File: config.mk
export PLATFORM = sky130hd
export DESIGN_NAME = mantissa_multiplier_seq_flat
export DESIGN_NICKNAME = d
export VERILOG_FILES = /design/src/rtl/fpu_pkg.sv /design/src/rtl/mantissa_multiplier_seq_if.sv /design/src/rtl/mantissa_multiplier_seq.sv /design/src/flat_wrapper.sv
export SDC_FILE = /design/constraint.sdc
export NUM_CORES = 1
export LEC_CHECK = 0
export ABC_AREA = 1
export ABC_CLOCK_PERIOD_IN_PS = 5600
export CAP_MARGIN = 15
export CORE_MARGIN = 4
export CORE_UTILIZATION = 40
export CTS_CLUSTER_DIAMETER = 100
export DETAILED_ROUTE_END_ITERATION = 16
export DONT_BUFFER_PORTS = 1
export HOLD_SLACK_MARGIN = 0.02
export PLACE_DENSITY_LB_ADDON = 0.08
export SYNTH_ARGS = -nofsm -noshare
export SYNTH_HDL_FRONTEND = slang
export SYNTH_SLANG_ARGS = --single-unit
File: constraint.sdc
create_clock -name clk -period 5.6 [get_ports clk]
set_input_delay 0 -clock clk [delete_from_list [all_inputs] [get_ports clk]]
set_output_delay 0 -clock clk [all_outputs]
set_load 0.02 [all_outputs]
File: src/rtl/fpu_pkg.sv
// Shared FPU definitions used by the mantissa multiplier, divider and normaliser.
// Holds significand/product widths, the iterative-unit FSM encoding and the
// helper that packs a full product into the integer/fraction/GRS layout.
package fpu_pkg;

    localparam int MANT_W = 24;               // significand width incl. hidden bit
    localparam int PROD_W = 28;               // 2 integer + 23 fraction + G/R/S
    localparam int GRS_W  = 3;                // guard, round, sticky
    localparam int CNT_W  = 5;                // iteration counter width

    typedef enum logic [1:0] {
        ST_IDLE = 2'd0,
        ST_BUSY = 2'd1,
        ST_DONE = 2'd2
    } fpu_state_e;

    // Keep the top PROD_W-1 product bits and fold every discarded bit into sticky.
    function automatic logic [PROD_W-1:0] pack_product(input logic [2*MANT_W-1:0] p);
        return {p[2*MANT_W-1 -: PROD_W-1], |p[2*MANT_W-PROD_W:0]};
    endfunction

endpackage

File: src/rtl/mantissa_multiplier_seq_if.sv
// Operand/result handshake bundle for the sequential mantissa multiplier.
// master = producer/consumer side, slave = the multiplier.
interface mantissa_multiplier_seq_if;
    import fpu_pkg::*;

    logic                in_valid;
    logic                in_ready;
    logic [MANT_W-1:0]   mant_a;
    logic [MANT_W-1:0]   mant_b;
    logic                out_valid;
    logic                out_ready;
    logic [PROD_W-1:0]   mant_product;
    logic                busy;

    modport master (
        output in_valid, mant_a, mant_b, out_ready,
        input  in_ready, out_valid, mant_product, busy
    );

    modport slave (
        input  in_valid, mant_a, mant_b, out_ready,
        output in_ready, out_valid, mant_product, busy
    );

endinterface

File: src/rtl/mantissa_multiplier_seq.sv
// Iterative radix-2 shift-add multiplier for 24-bit significands.
// One operation in flight: IDLE accepts operands, BUSY runs 24 add/shift
// iterations, DONE holds the packed 28-bit product until the consumer takes it.
// Optional feature macro: MANT_MUL_ZERO_SKIP_EN -- a zero operand at acceptance
// finishes on the first BUSY edge with a zero product.
module mantissa_multiplier_seq #(
    parameter int MANT_W = fpu_pkg::MANT_W
) (
    input  logic                     clk,
    input  logic                     rst,
    mantissa_multiplier_seq_if.slave bus
);
    import fpu_pkg::*;

    localparam int              ACC_W    = 2 * MANT_W + 1;
    localparam logic [CNT_W-1:0] CNT_LAST = CNT_W'(MANT_W - 1);

    fpu_state_e          state_q;
    logic [MANT_W-1:0]   a_q;
    logic [MANT_W-1:0]   b_q;
    logic [ACC_W-1:0]    acc_q;
    logic [CNT_W-1:0]    cnt_q;
    logic [MANT_W:0]     add_sum;
    logic [ACC_W-1:0]    acc_next;
    logic                skip_now;

    assign bus.in_ready = (state_q == ST_IDLE);

    // One iteration: conditionally add the multiplicand into the upper 25 bits, then shift right.
    always_comb begin
        // NOTE: every signal written here gets a value on every path first, so no latch is inferred.
        add_sum  = acc_q[ACC_W-1:MANT_W];
        acc_next = '0;
        if (b_q[0]) begin
            add_sum = acc_q[ACC_W-1:MANT_W] + {1'b0, a_q};
        end
        acc_next = {add_sum, acc_q[MANT_W-1:0]} >> 1;
    end

`ifdef MANT_MUL_ZERO_SKIP_EN
    logic zero_q;

    // Remember at acceptance whether either operand is zero so BUSY can finish at once.
    always_ff @(posedge clk or posedge rst) begin
        if (rst) begin
            zero_q <= 1'b0;
        end else if (state_q == ST_IDLE && bus.in_valid) begin
            zero_q <= (bus.mant_a == '0) || (bus.mant_b == '0);
        end
    end

    assign skip_now = zero_q;
`else
    assign skip_now = 1'b0;
`endif

    // Control FSM with registered out_valid/busy/mant_product and the datapath registers.
    always_ff @(posedge clk or posedge rst) begin
        if (rst) begin
            state_q          <= ST_IDLE;
            bus.out_valid    <= 1'b0;
            bus.busy         <= 1'b0;
            bus.mant_product <= '0;
            a_q              <= '0;
            b_q              <= '0;
            acc_q            <= '0;
            cnt_q            <= '0;
        end else begin
            // NOTE: non-blocking assignments so every register samples pre-edge values.
            case (state_q)
                ST_IDLE: begin
                    if (bus.in_valid) begin
                        a_q      <= bus.mant_a;
                        b_q      <= bus.mant_b;
                        acc_q    <= '0;
                        cnt_q    <= '0;
                        bus.busy <= 1'b1;
                        state_q  <= ST_BUSY;
                    end
                end
                ST_BUSY: begin
                    if (skip_now) begin
                        bus.mant_product <= '0;
                        bus.out_valid    <= 1'b1;
                        bus.busy         <= 1'b0;
                        state_q          <= ST_DONE;
                    end else begin
                        acc_q <= acc_next;
                        b_q   <= b_q >> 1;
                        cnt_q <= cnt_q + 1'b1;
                        if (cnt_q == CNT_LAST) begin
                            bus.mant_product <= pack_product(acc_next[2*MANT_W-1:0]);
                            bus.out_valid    <= 1'b1;
                            bus.busy         <= 1'b0;
                            state_q          <= ST_DONE;
                        end
                    end
                end
                ST_DONE: begin
                    if (bus.out_ready) begin
                        bus.out_valid <= 1'b0;
                        state_q       <= ST_IDLE;
                    end
                end
                default: begin
                    state_q <= ST_IDLE;
                end
            endcase
        end
    end

endmodule
File: src/flat_wrapper.sv
// flat-port wrapper written by rule: the top's interface ports become plain ports
module mantissa_multiplier_seq_flat import fpu_pkg::*;
#(
    parameter int MANT_W = fpu_pkg::MANT_W
)
  (clk, rst, bus_in_valid, bus_mant_a, bus_mant_b, bus_out_ready, bus_in_ready, bus_out_valid, bus_mant_product, bus_busy);
  mantissa_multiplier_seq_if bus_i ();
  input  logic clk;
  input  logic rst;
  input wire logic [$bits(bus_i.in_valid)-1:0] bus_in_valid;
  input wire logic [$bits(bus_i.mant_a)-1:0] bus_mant_a;
  input wire logic [$bits(bus_i.mant_b)-1:0] bus_mant_b;
  input wire logic [$bits(bus_i.out_ready)-1:0] bus_out_ready;
  output wire logic [$bits(bus_i.in_ready)-1:0] bus_in_ready;
  output wire logic [$bits(bus_i.out_valid)-1:0] bus_out_valid;
  output wire logic [$bits(bus_i.mant_product)-1:0] bus_mant_product;
  output wire logic [$bits(bus_i.busy)-1:0] bus_busy;
  assign bus_i.in_valid = bus_in_valid;
  assign bus_i.mant_a = bus_mant_a;
  assign bus_i.mant_b = bus_mant_b;
  assign bus_i.out_ready = bus_out_ready;
  assign bus_in_ready = bus_i.in_ready;
  assign bus_out_valid = bus_i.out_valid;
  assign bus_mant_product = bus_i.mant_product;
  assign bus_busy = bus_i.busy;
  mantissa_multiplier_seq #(.MANT_W(MANT_W)) u_core (.clk(clk), .rst(rst), .bus(bus_i));
endmodule
Word level (Yosys, flattened, before mapping)
Cells that the tools add are included.
- bits in latches: 0
- word-level logic and storage cells: 43
- memories: 0
- bits in read-only memories: 0
- RAM bits: 0
- register bits: 134
- div/mod/pow operators: 0
- multiplexer cells: 17
- add/sub/neg operators: 2
- magnitude comparators: 0
- equality and inequality tests: 6
- shifts and indexed selects: 0
- bitwise logic cells: 0
- reduce and logical (&&, ||, !) cells: 10
- multipliers: 0
- operators with widths (kind ; count):
    one-hot mux 49 bit (2 select lines) ; 1
    two-way mux 49 bit ; 1
    one-hot mux 24 bit (2 select lines) ; 1
    adder 25 x 24 -> 25 bit ; 1
    two-way mux 25 bit ; 1
    two-way mux 24 bit ; 1
    OR reduction 21 bit ; 1
    one-hot mux 5 bit (2 select lines) ; 1
    AND reduction 3 bit ; 3
    two-way mux 2 bit ; 3
    one-hot mux 2 bit (3 select lines) ; 1
    AND reduction 2 bit ; 3
    adder 5 x 1 -> 5 bit, second input constant ; 1
    equality test 5 bit, second input constant ; 1
    two-way mux 5 bit ; 1
    two-way mux 1 bit ; 4
    inequality test 2 bit, second input constant ; 2
    one-hot mux 1 bit (2 select lines) ; 2
    nonzero test 2 bit ; 2
    equality test 2 x 1 -> 1 bit, second input constant ; 1
    equality test 2 bit, second input constant ; 1
    logical NOT 2 bit ; 1
    inequality test 2 x 1 -> 1 bit, second input constant ; 1

Logic depth before layout (Yosys ltp)
- depth in word-level cells: 3
- gate-level depth with buffers: 14
- mapped depth without buffers: 14

Least setup slack after synthesis
Ideal clock, no wire load.
- kind: reg2reg
- start point: reg u_core.acc_q[24]
- end point: reg u_core.acc_q[35]
- path buffers: 0
- setup slack: 3.772 ns
- clock period less this slack: 1.828 ns
- data required time: 5.535 ns
- stages on the path, launching flop included: 14
- data arrival time: 1.764 ns
- library setup time: 0.065 ns
- cell sequence: dfrtp_1 -> ha_1 -> inv_1 -> fa_1 -> inv_1 -> nand3_1 -> nand3_1 -> nand2_1 -> nand2_2 -> nand2_1 -> a21o_1 -> nand3_1 -> nand3_1 -> nand2_1
- longest elaborated chain between the ends: 3
- RTL lines (what ; line ; RTL):
    start, declared ; mantissa_multiplier_seq.sv:21 ; logic [ACC_W-1:0] acc_q;
    start signal, assigned ; mantissa_multiplier_seq.sv:88 ; acc_q <= acc_next;
    adder 25 x 24 -> 25 bit ; mantissa_multiplier_seq.sv:35 ; add_sum = acc_q[ACC_W-1:MANT_W] + {1'b0, a_q};
    two-way mux 25 bit ; mantissa_multiplier_seq.sv:34 ; if (b_q[0]) begin
    one-hot mux 49 bit (2 select lines) ; mantissa_multiplier_seq.sv:70 ; case (state_q)
Every way passes these cells.
A chain may end at the register's enable or synchronous reset.

Worst setup path after layout
- start point: reg u_core.state_q[1]
- end point: reg u_core.b_q[7]
- longest elaborated chain between the ends: 3
- elaborated cells between the ends (all ways): 6
- classes of those cells: 2 x eq/ne; 1 x mux; 3 x reduce/logical
- RTL lines (what ; line ; RTL):
    start, declared ; mantissa_multiplier_seq.sv:18 ; fpu_state_e state_q;
    start signal, assigned ; mantissa_multiplier_seq.sv:60 ; state_q <= ST_IDLE;
    start signal, assigned ; mantissa_multiplier_seq.sv:78 ; state_q <= ST_BUSY;
    start signal, assigned ; mantissa_multiplier_seq.sv:86 ; state_q <= ST_DONE;
    equality test 2 x 1 -> 1 bit or logical NOT 2 bit (tied branches) ; mantissa_multiplier_seq.sv:70 ;
    nonzero test 2 bit (no line) or inequality test 2 bit (tied branches) ; -- ;
    AND reduction 2 bit (no line) ; -- ;
    end signal, assigned ; mantissa_multiplier_seq.sv:74 ; b_q <= bus.mant_b;
    end signal, assigned ; mantissa_multiplier_seq.sv:89 ; b_q <= b_q >> 1;
    end, declared ; mantissa_multiplier_seq.sv:20 ; logic [MANT_W-1:0] b_q;
Several ways; a longest one is shown, not always the timed one.

==> results_dict.tcl <==
set metrics [dict create \
    cts_sinks 132 \
    rows 48 \
    fin_crit_sh_pct 53.0 \
    rsz0062_at_grt "false" \
    start_util_pct 41.4 \
    drtIter0Drc 452 \
    syn_inst 909 \
    cts_made_buffers 17 \
    grt-busiest-layer "met2" \
    crit_buf_inv 3 \
    critPathSlowestCell "nand2_2" \
    clk_latency_ns 0.42 \
    fin_skew_ns 0.00891 \
    maxSlewViolCount 0 \
    p_sw_mw 2.96 \
    drive_gt1_share_pct 11.0 \
    async_flop_share_pct 100 \
    cts_root_buf "clkbuf_16" \
    cts_tree "done" \
    crit_path_frequent_cell "buf_4" \
    antenna_found_initial 0 \
    die_h_um 143 \
    synth_ff_type "dfrtp_1" \
    worst_slew_pin_slew_ns 0.894 \
    ys_seq_elements 132 \
    met3_usage_pct 5.06 \
    critPathArrivalTime_ns 3.30 \
    gp_congestion 0.899 \
    synth-edff-count 0 \
    ant_nets 0 \
    grt_max_degree 70 \
    r2r-start "u_core.state_q[1]" \
    grt_pass1_vias 5946 \
    irDropWorstVdd_uv 312 \
    seq_area_frac_synth_pct 45.5 \
    clkPwrFrac_pct 19.0 \
    io_pins 83 \
    cap_violations 0 \
    setup_viol 0 \
    worstPathRequired_ns 5.93 \
    yosysWarnings 0 \
    post-route-min-period_ns 2.97 \
    worst-r2r-cell-count 7 \
    place_area_mm2 0.00741 \
    viasPerCell 5.05 \
    swShare_pct 46.8 \
    path_cells "nor2_4 > buf_4 > inv_2 > nand2_2 > buf_4 > o211ai_1 > o21ai_0" \
    critPathCaptureType "flop" \
    start_kind "flop" \
    post-dp-hpwl_um 12900 \
    n_antenna_cell 0 \
    avgSynthCellArea_um2 7.98 \
    first_pass_iters 5 \
    fmax_ghz 0.337 \
    grt.total_usage_pct 18.7 \
    postSynthNetCount 987 \
    finalPower_mw 6.33 \
    portBuffers 0 \
    slew_headroom_pct 40.4 \
    hp-class "input port to async pin" \
    cpLargestDelayFamily "buffers and inverters" \
    regToRegSetupSlack_ns 2.63 \
    status "finished clean" \
    grt_pass1_wl_um 30300 \
    cpPeakStageDelay_ns 0.56 \
    cp_max_fo 66 \
    finalHoldViolCount 0 \
    core_area_mm2 0.0175 \
    post-cts-setup-buffers 0 \
    syn_area_mm2 0.00726 \
    h-tree-depth 4 \
    drc 0 \
    intPower_mw 3.37 \
    wl_per_cell_um 15.2 \
    final_area_mm2 0.00855 \
    fp.dieW_um 143 \
    cts.path.max_buffers 2 \
    drt_wl_total_um 18000 \
    grt_remaining_overflow 0 \
    area_growth_pct 17.8 \
    p_seq_share_pct 28.6 \
    vias 6004 \
    power.density_mw_per_mm2 740 \
    leakagePower_nw 4.30 \
    fin_nets 1029 \
    fin_tns_setup_ns 0 \
    synth_cell_types 36 \
    r2r_end "u_core.b_q[7]" \
    die_area_mm2 0.0204 \
    grtUsageMet1_pct 25.9 \
    critPathKind "flop to flop" \
    grt_use_met2_pct 29.5 \
    cts.reportedPaths.clkPinSlew_ns 0.06 \
    combPwrFrac_pct 52.4 \
]
==> logic make-up after synthesis <==
group | count (synthesis) | share of synthesized area (%)
flops | 132 | 45.5
buf+inv | 177 | 9.84
xor+xnor | 8 | 0.965
mux | 23 | 3.57
simple gates | 413 | 25.0
compound gates | 130 | 10.5
fa+ha+maj | 26 | 4.59
==> flip-flops by register name (all words and copies together), names as in the netlist <==
| name | count |
|---|---|
| u_core.bus.mant_product | 28 |
| u_core.a_q | 24 |
| u_core.bus.out_valid | 1 |
| u_core.bus.busy | 1 |
| u_core.cnt_q | 5 |
| u_core.b_q | 24 |
| u_core.state_q | 2 |
| u_core.acc_q | 47 |
==> power groups by stage <==
stage / registers, mW / clock network (mW) / logic [mW]
after floorplan: 1.72 / 0 / 2.64
after global placement: 1.82 / 0 / 3.23
after detailed placement: 1.83 / 0 / 3.28
after CTS: 1.81 / 1.24 / 3.33
after global routing: 1.86 / 1.28 / 3.83
final: 1.81 / 1.20 / 3.32
==> repair_timing <==
| item | CTS | global route |
|---|---|---|
| endpoints found under the hold margin | 113 | 0 |
| gates resized for setup | 0 | 0 |
| endpoints found under the setup margin | 0 | 0 |
| hold buffers | 51 | 0 |
==> worst register-to-register path, cell delays in order, from the launching register on <==
cell and delay [ns]:
dfrtp_1 0.43, nor2_4 0.12, buf_4 0.52, inv_2 0.46, nand2_2 0.56, buf_4 0.53, o211ai_1 0.16, o21ai_0 0.11
==> cells in the mapped netlist (13+ instances only) <==
| cell | count | share of area (%) |
|---|---|---|
| o211ai_1 | 23 | 2.4 |
| ha_1 | 25 | 4.3 |
| mux2_2 | 23 | 3.6 |
| nand3_1 | 70 | 4.8 |
| buf_2 | 16 | 1.1 |
| o22ai_1 | 28 | 2.4 |
| a21oi_1 | 13 | 0.90 |
| inv_1 | 136 | 7.0 |
| o21ai_0 | 36 | 2.5 |
| nor2_1 | 26 | 1.3 |
| dfrtp_1 | 132 | 46 |
| o21ai_1 | 23 | 1.6 |
| nand2_1 | 259 | 13 |
==> worst max path at each step <==
stage                                 start              to  slack [ns]  cells after the start
after detailed placement  u_core.state_q[1]   u_core.b_q[9]        2.64                      7
after global routing      u_core.state_q[1]   u_core.b_q[1]        2.33                      7
final                     u_core.state_q[1]   u_core.b_q[7]        2.63                      7
after floorplan                         rst   u_core.a_q[0]        2.07                      1
after CTS                 u_core.state_q[1]   u_core.b_q[9]        2.63                      7
after global placement    u_core.state_q[1]  u_core.b_q[22]        2.73                      7
==> metrics by stage <==
| stage | setup slack [ns] | hold WS, ns | std cells | util, % |
|---|---|---|---|---|
| floorplan | 2.07 | 0.107 | 909 | - |
| global placement | 2.73 | -0.0386 | 1106 | 42.3 |
| detailed placement | 2.64 | -0.0278 | 1106 | 42.3 |
| CTS | 2.63 | 0.157 | 1189 | 48.8 |
| global route | 2.33 | 0.201 | 1189 | 48.8 |
| finish | 2.63 | 0.130 | 1189 | 48.8 |
==> cell type report <==
cell class / count / area, µm²
Multi-Input combinational cell: 600 / 3250
Sequential cell: 132 / 3300
Clock buffer: 19 / 433
Fill cell: 1719 / 8990
Tap cell: 225 / 282
Clock inverter: 13 / 198
Inverter: 145 / 549
Timing Repair Buffer: 55 / 541
==> layout by cell type, fill, tap and decap left out, types with 5 or more instances in the layout <==
master         Yosys  final
nand2_1          259    259
inv_1            136    135
dfrtp_1          132    132
nand3_1           70     70
dlygate4sd3_1      0     51
o21ai_0           36     36
o22ai_1           28     28
nor2_1            26     26
ha_1              25     25
o21ai_1           23     23
o211ai_1          23     23
mux2_2            23     23
clkbuf_16          0     17
a21oi_1           13     13
nand2_2           12     12
or2_2             12     12
nand4_1           11     11
inv_2              9      9
nor3_1             6      6
nor2_4             4      5
==> per-layer routing <==
| metal | share of wire, % | vias up |
|---|---|---|
| met5 | 0 | - |
| met4 | 0.74 | 0 |
| met3 | 5.3 | 10 |
| met2 | 46 | 121 |
| met1 | 47 | 2845 |
| li1 | - | 3028 |
No activity file was read; power rests on OpenSTA's default activity.
